## config.mk

```make
export PLATFORM = sky130hd
export DESIGN_NAME = i2c_txn_sequencer
export DESIGN_NICKNAME = d
export VERILOG_FILES = /design/src/rtl/i2c_txn_sequencer.sv
export SDC_FILE = /design/constraint.sdc
export NUM_CORES = 1
export LEC_CHECK = 0
export ABC_AREA = 0
export CAP_MARGIN = 30
export CORE_MARGIN = 3
export CORE_UTILIZATION = 50
export CTS_CLUSTER_SIZE = 16
export DETAILED_ROUTE_END_ITERATION = 8
export DONT_BUFFER_PORTS = 1
export PLACE_DENSITY_LB_ADDON = 0.2
export SETUP_SLACK_MARGIN = 0.4
export SYNTH_ARGS = -nofsm -noshare
export SYNTH_HDL_FRONTEND = slang
export SYNTH_SLANG_ARGS = --single-unit
```

## constraint.sdc

```tcl
create_clock -name i_clk -period 3.5 [get_ports i_clk]
set_input_delay 0.7 -clock i_clk [delete_from_list [all_inputs] [get_ports i_clk]]
set_output_delay 0.7 -clock i_clk [all_outputs]
set_load 0.02 [all_outputs]
```

## src/rtl/i2c_txn_sequencer.sv

```systemverilog
// I2C register transaction sequencer: turns one register read or write
// request into the START / WR / RESTART / RD / STOP command stream for a
// byte-level I2C bit controller, collecting read bytes and slave NACK status.
// Bit-controller handshake: a command is issued only while i_ready=1, as a
// single-cycle o_wr_i2c pulse with o_cmd/o_din valid in that cycle; i_ready
// is ignored the cycle after the pulse, and the next i_ready=1 marks the
// command complete (i_ack/i_dout are evaluated in that cycle).
module i2c_txn_sequencer #(
  parameter int MAX_LEN = 4
) (
  input  logic        i_clk,
  input  logic        i_reset,
  input  logic        i_start,
  input  logic        i_rw,
  input  logic [6:0]  i_dev_addr,
  input  logic [7:0]  i_reg_addr,
  input  logic [2:0]  i_len,
  input  logic [31:0] i_wdata,
  output logic [31:0] o_rdata,
  output logic        o_busy,
  output logic        o_done,
  output logic        o_err,
  output logic        o_wr_i2c,
  output logic [2:0]  o_cmd,
  output logic [7:0]  o_din,
  input  logic [7:0]  i_dout,
  input  logic        i_ack,
  input  logic        i_ready,
  output logic [5:0]  o_dbg_state
);

  localparam logic [2:0] CMD_START   = 3'b001;
  localparam logic [2:0] CMD_WR      = 3'b010;
  localparam logic [2:0] CMD_RD      = 3'b011;
  localparam logic [2:0] CMD_STOP    = 3'b100;
  localparam logic [2:0] CMD_RESTART = 3'b101;
  localparam logic [2:0] MAX_L       = 3'(MAX_LEN);

  typedef enum logic [3:0] {
    S_IDLE, S_START, S_ADDR_W, S_REG, S_WDATA,
    S_RESTART, S_ADDR_R, S_RDATA, S_STOP, S_DONE
  } state_t;

  // ISSUE: waiting to send; WAIT1: blind cycle after the pulse; WAIT: completion
  typedef enum logic [1:0] {PH_ISSUE, PH_WAIT1, PH_WAIT} phase_t;

  state_t      state_q, state_d;
  phase_t      phase_q, phase_d;
  logic [2:0]  cnt_q, cnt_d;
  logic        rw_q, rw_d;
  logic [6:0]  dev_q, dev_d;
  logic [7:0]  reg_q, reg_d;
  logic [2:0]  len_q, len_d;
  logic [31:0] wdata_q, wdata_d;
  logic [31:0] rdata_q, rdata_d;
  logic        err_q, err_d;

  logic [2:0]  cmd_sel;
  logic [7:0]  din_sel;
  logic [2:0]  cnt_next;

  assign cnt_next    = cnt_q + 3'd1;
  assign o_rdata     = rdata_q;
  assign o_err       = err_q;
  assign o_busy      = (state_q != S_IDLE);
  assign o_dbg_state = {phase_q, state_q};

  // Command and data byte belonging to the current state
  always_comb begin
    cmd_sel = 3'd0;
    din_sel = 8'h00;
    case (state_q)
      S_START:   cmd_sel = CMD_START;
      S_ADDR_W:  begin cmd_sel = CMD_WR; din_sel = {dev_q, 1'b0}; end
      S_REG:     begin cmd_sel = CMD_WR; din_sel = reg_q; end
      S_WDATA:   begin cmd_sel = CMD_WR; din_sel = wdata_q[{cnt_q[1:0], 3'b000} +: 8]; end
      S_RESTART: cmd_sel = CMD_RESTART;
      S_ADDR_R:  begin cmd_sel = CMD_WR; din_sel = {dev_q, 1'b1}; end
      // NACK the final read byte so the slave releases the bus
      S_RDATA:   begin cmd_sel = CMD_RD; din_sel = (cnt_next == len_q) ? 8'h01 : 8'h00; end
      S_STOP:    cmd_sel = CMD_STOP;
      default:   ;
    endcase
  end

  // Next-state logic and bit-controller outputs
  always_comb begin
    state_d  = state_q;
    phase_d  = phase_q;
    cnt_d    = cnt_q;
    rw_d     = rw_q;
    dev_d    = dev_q;
    reg_d    = reg_q;
    len_d    = len_q;
    wdata_d  = wdata_q;
    rdata_d  = rdata_q;
    err_d    = err_q;
    o_wr_i2c = 1'b0;
    o_cmd    = 3'd0;
    o_din    = 8'h00;
    o_done   = 1'b0;
    case (state_q)
      S_IDLE: begin
        if (i_start) begin
          rw_d    = i_rw;
          dev_d   = i_dev_addr;
          reg_d   = i_reg_addr;
          len_d   = i_len;
          wdata_d = i_wdata;
          rdata_d = 32'h0;
          err_d   = 1'b0;
          cnt_d   = 3'd0;
          phase_d = PH_ISSUE;
          if (i_len == 3'd0 || i_len > MAX_L) begin
            state_d = S_DONE;
            err_d   = 1'b1;
          end else begin
            state_d = S_START;
          end
        end
      end
      S_DONE: begin
        o_done  = 1'b1;
        state_d = S_IDLE;
      end
      default: begin
        case (phase_q)
          PH_ISSUE: begin
            if (i_ready) begin
              o_wr_i2c = 1'b1;
              o_cmd    = cmd_sel;
              o_din    = din_sel;
              phase_d  = PH_WAIT1;
            end
          end
          PH_WAIT1: phase_d = PH_WAIT;
          default: begin
            if (i_ready) begin
              phase_d = PH_ISSUE;
              case (state_q)
                S_START:   state_d = S_ADDR_W;
                S_ADDR_W:  begin
                  if (i_ack) begin err_d = 1'b1; state_d = S_STOP; end
                  else state_d = S_REG;
                end
                S_REG: begin
                  if (i_ack) begin err_d = 1'b1; state_d = S_STOP; end
                  else state_d = rw_q ? S_RESTART : S_WDATA;
                end
                S_WDATA: begin
                  if (i_ack) begin
                    err_d   = 1'b1;
                    state_d = S_STOP;
                  end else begin
                    cnt_d   = cnt_next;
                    state_d = (cnt_next == len_q) ? S_STOP : S_WDATA;
                  end
                end
                S_RESTART: state_d = S_ADDR_R;
                S_ADDR_R: begin
                  if (i_ack) begin err_d = 1'b1; state_d = S_STOP; end
                  else state_d = S_RDATA;
                end
                S_RDATA: begin
                  rdata_d[{cnt_q[1:0], 3'b000} +: 8] = i_dout;
                  cnt_d   = cnt_next;
                  state_d = (cnt_next == len_q) ? S_STOP : S_RDATA;
                end
                S_STOP:    state_d = S_DONE;
                default:   state_d = S_IDLE;
              endcase
            end
          end
        endcase
      end
    endcase
  end

  // State and request registers; reset abandons any transaction in flight
  always_ff @(posedge i_clk or posedge i_reset) begin
    if (i_reset) begin
      state_q <= S_IDLE;
      phase_q <= PH_ISSUE;
      cnt_q   <= 3'd0;
      rw_q    <= 1'b0;
      dev_q   <= 7'd0;
      reg_q   <= 8'd0;
      len_q   <= 3'd0;
      wdata_q <= 32'h0;
      rdata_q <= 32'h0;
      err_q   <= 1'b0;
    end else begin
      state_q <= state_d;
      phase_q <= phase_d;
      cnt_q   <= cnt_d;
      rw_q    <= rw_d;
      dev_q   <= dev_d;
      reg_q   <= reg_d;
      len_q   <= len_d;
      wdata_q <= wdata_d;
      rdata_q <= rdata_d;
      err_q   <= err_d;
    end
  end

endmodule

```

==> Word-level counts from Yosys, hierarchy flattened <==
Cells that the tools add are included.
{ "word_totals": {"out_inout_bits": 53, "regBits": 93} }
{ "op_classes": {"n_lt_le_gt_ge": 1, "addsub": 2, "reduce_logical": 21, "eq_ne": 16, "mux": 50, "bitwise_logic": 1, "n_shift": 3} }
{ "ops": {"columns": ["cell", "count"], "rows": [
  ["$mux W32", 4],
  ["$pmux W32 S2", 1],
  ["$mux W4", 10],
  ["$pmux W8 S5", 1],
  ["$bwmux W32", 1],
  ["$pmux W4 S8", 1],
  ["$shift A8 B7 Y32 const A", 1],
  ["$shiftx A32 B6 Y8", 1],
  ["$shiftx A8 B7 Y32", 1],
  ["$mux W8", 3],
  ["$mux W3", 7],
  ["$eq A4 B3 Y1 const B", 4],
  ["$pmux W3 S5", 1],
  ["$mux W1", 12],
  ["$pmux W3 S2", 2],
  ["$reduce_and A6 Y1", 2],
  ["$reduce_bool A3 Y1", 3],
  ["$eq A4 B2 Y1 const B", 2],
  ["$eq A4 B4 Y1 const B", 2],
  ["$pmux W2 S2", 2],
  ["$pmux W4 S2", 1],
  ["$reduce_bool A2 Y1", 4],
  ["$neg A5 Y7", 1],
  ["$mux W2", 3],
  ["23 further kinds", 24]
]} }

==> Longest topological paths before layout <==
{ "depth": {"word_depth": 8, "depth_mapped": 7, "depth_no_buf": 6} }

==> Worst setup path after synthesis <==
No wires, ideal clock.
{ "synth_path": {"kind": "reg-to-output", "start": "register cnt_q[1]", "end": "output o_din[0]", "t_arrival_ns": 2.747, "slack_ns": 0.053, "path_buffers": 1, "path_stages_with_launch": 8, "cell_sequence": "dfrtp_1 clkbuf_1 inv_1 ha_1 xnor2_1 and3_1 o21ai_0 a2111oi_0"} }
{ "synth_via": {"elab_chain_cells": 7, "word_cells_on_any_way": 8, "classes_between": "1 x add/sub; 1 x eq/ne; 1 x shift; 5 x mux"} }
{ "synth_lines": {"columns": ["element", "line", "rtl"], "rows": [
  ["start: declaration", "49", "logic [2:0] cnt_q, cnt_d;"],
  ["start signal: assignment", "195", "cnt_q <= cnt_d;"],
  ["$add A3 B1 Y3", "62", "assign cnt_next = cnt_q + 3'd1;"],
  ["$eq A3 B3 Y1", "80", "S_RDATA: begin cmd_sel = CMD_RD; din_sel = (cnt_next == len_q) ? 8'h01 : 8'h00; end"],
  ["$mux W1", "80", null],
  ["$pmux W8 S5 (*)", "72", "case (state_q)"],
  ["$mux W8 (*)", "129", "if (i_ready) begin"],
  ["$mux W8 (*)", "127", "case (phase_q)"],
  ["$mux W8 (*)", "102", "case (state_q)"],
  ["end: declaration", "25", "output logic [7:0] o_din,"]
]} }
Mark *: on every way between the ends. The rest lies on a longest branch, timed or not.

==> Final worst setup path <==
{ "layout_path": {"start": "register cnt_q[0]", "end": "output o_din[0]"} }
The elaborated chain is that of the path after synthesis.

==> results.cfg <==
[die]
row_count = 34
start_util = 0.521
die-area_mm2 = 0.0104
dieHeight_um = 102
die_w_um = 102
boundaryPins = 117
core-area_mm2 = 0.00885

[sta]
setup_viol = 0
post-route-min-period_ps = 3020
rsz0062_at_grt = yes
fin_setup_tns_ps = 0
drv_slew = 0
fin_crit_sh = 0.864
fin_skew_ps = 9.32
tightest_slew_ps = 874
slew-limit-headroom = 0.413
hold_viol = 0
fmax_mhz = 331

[routing]
postRouteAntennaNets = 0
drt_pass1_iterations = 4
wire_per_inst_um = 19.9
drc = 0
dr_total_vias = 3057
wl_mm = 10.1
first_iter_violations = 122
vias_per_cell = 6.01

[layout]
drive_gt1_frac = 0.284
antennaDiodeCount = 0
syn_to_final_growth_pct = 7.94
fin_nets = 464
fillCellCount = 754
finish.instance_area_mm2 = 0.00498
fin_util = 0.563

[synth]
syn_inst = 395
yosysTopAreaCellShare = 0.504
synthFlopType = dfrtp_1
yosysMostFrequentCell = dfrtp_1
ys_ff_latch = 93
ys_types = 56
synth_common_cells = 93 x dfrtp_1, 52 x mux2_2, 32 x nand2_1
ys_warn_count = 0
synth_area_leader_cell = dfrtp_1
netlist_area_mm2 = 0.00461
syn_avg_cell_area_um2 = 11.7
synth.top_cells.by_area = dfrtp_1 50%, mux2_2 13%, mux2i_1 5.2%, mux4_2 3.9%, nand2_1 2.6%
syn-num-nets = 463
synth_async_sr_flop_share = 1.00
synth-edff-count = 0
yosysSeqAreaShare = 0.504

[grt]
antenna_found_initial = 0
grt_max_degree = 45
grtUsageTotal = 0.196
grt-ovfl-total = 0
grt_pass1_wl_mm = 15.6
grt_pass1_vias = 3078

[setup_path]
arrival_ps = 2320
critPathCaptureType = primary output
cp-start-kind = flip-flop
worstSetupPathType = reg2out
cp.required_ps = 2800
crit_fanout = 6

[power_and_ir_drop]
p_leak_nw = 2.16
powerDensity_mw_per_mm2 = 785
irDropWorstVdd_mv = 0.400

[outcome]
status = finished clean

[placement]
gp_congestion = 0.819
placement.io_buffers = 0
place_hpwl_mm = 7.28
place_area_mm2 = 0.00476

[clock_network]
insertion_delay_ps = 360
cts.sink_count = 93
post_cts.repair.setup_buffers = 0
clk_pin_slew_ps = 90
clockBufferDepth = 2
cts-root-buf = clkbuf_8
cts_tree = done
cts_hold_buf = 0
h-tree-depth = 3
cts-buffers-inserted = 9

[min_path]
hold_class = in2async

[run]
max-cap-violations = 0
## worst paths after layout
kind	from	end	slack, ps	depth (start not counted)
worst max-delay path	cnt_q[0]	o_din[0]	480	7
worst min-delay path	i_reset	phase_q[1]	260	1
worst max register to register	state_q[3]	o_rdata[3]	1220	4
worst min register to register	wdata_q[16]	wdata_q[16]	510	1
max in group asynchronous	i_reset	o_rdata[23]	2280	2
min in group i_clk	i_dout[5]	o_rdata[21]	460	2
## cell families (layout without fill, tap and decap cells)
group,Yosys count,in the layout,synth area share
adder cells (fa/ha/maj),4,4,0.0108
XOR/XNOR,4,4,0.0106
multiplexers,84,84,0.218
AND/OR/NAND/NOR,88,88,0.0998
AO/OA/AOI/OAI,66,66,0.106
flip-flops,93,93,0.504
buffers and inverters,56,62,0.0507
## what timing repair did
item | in CTS | in global routing
gates cloned | 0 | 0
gates resized for setup | 1 | 11
pin swaps | 0 | 4
setup endpoints to repair | 1 | 9
## placed cells by master, fill, tap and decap left out, types with 4 or more instances in the layout
cell / instances
nand2_1: 32
a21oi_1: 9
a2bb2oi_1: 7
nand3_1: 4
mux2_2: 52
buf_4: 12
inv_6: 4
mux4_2: 8
inv_1: 30
mux2i_1: 24
nor2_2: 7
nand2b_1: 5
clkbuf_8: 10
a22oi_1: 7
o21ai_0: 9
o21ai_2: 4
a22o_1: 10
dfrtp_1: 92
nor2_1: 8
nor3_1: 6
## metrics by stage
stage | cells | worst slack [ps] | total power, W | hold slack [ps]
2_1_floorplan | 395 | 540 | 0.00289 | 474
3_3_place_gp | 493 | 813 | 0.00317 | 483
3_5_place_dp | 493 | 728 | 0.00322 | 489
4_1_cts | 509 | 401 | 0.00393 | 267
5_1_grt | 509 | 307 | 0.00415 | 276
6_report | 509 | 477 | 0.00391 | 263
## critical path: stages, from the launching register on
cell,delay (ps)
dfrtp_1,400
inv_1,140
ha_2,340
xnor2_1,210
and3_4,240
o21ai_0,100
a2111oi_2,330
buf_4,200
## flip-flops by register name, indices dropped and copies added, names as in the netlist
register,cells
state_q,4
phase_q,2
dev_q,7
cnt_q,3
reg_q,8
o_err,1
wdata_q,32
len_q,3
rw_q,1
o_rdata,32
## where the power goes
group          total (W)  internal [W]  switching [W]  leakage [nW]
combinational    0.00153      0.000766       0.000762         0.880
clock           0.000697      0.000292       0.000404         0.100
sequential       0.00168       0.00141       0.000270          1.18
total            0.00391       0.00247        0.00144          2.16
## layout make-up
cell class | count | area, um^2 | area share
Timing Repair Buffer | 13 | 110 | 0.0221
Tap cell | 108 | 135 | 0.0271
Clock inverter | 6 | 51.3 | 0.0103
Sequential cell | 93 | 2330 | 0.467
Inverter | 33 | 128 | 0.0256
Multi-Input combinational cell | 246 | 2090 | 0.420
Clock buffer | 10 | 138 | 0.0276
## routing by layer
metal	GRT usage	part of all wire	wire, um
met4	0.0595	0.0098	99
met2	0.323	0.49	4940
met5	0	0	0
met1	0.241	0.42	4250
met3	0.0751	0.084	848
(Power assumes the default switching activity.)
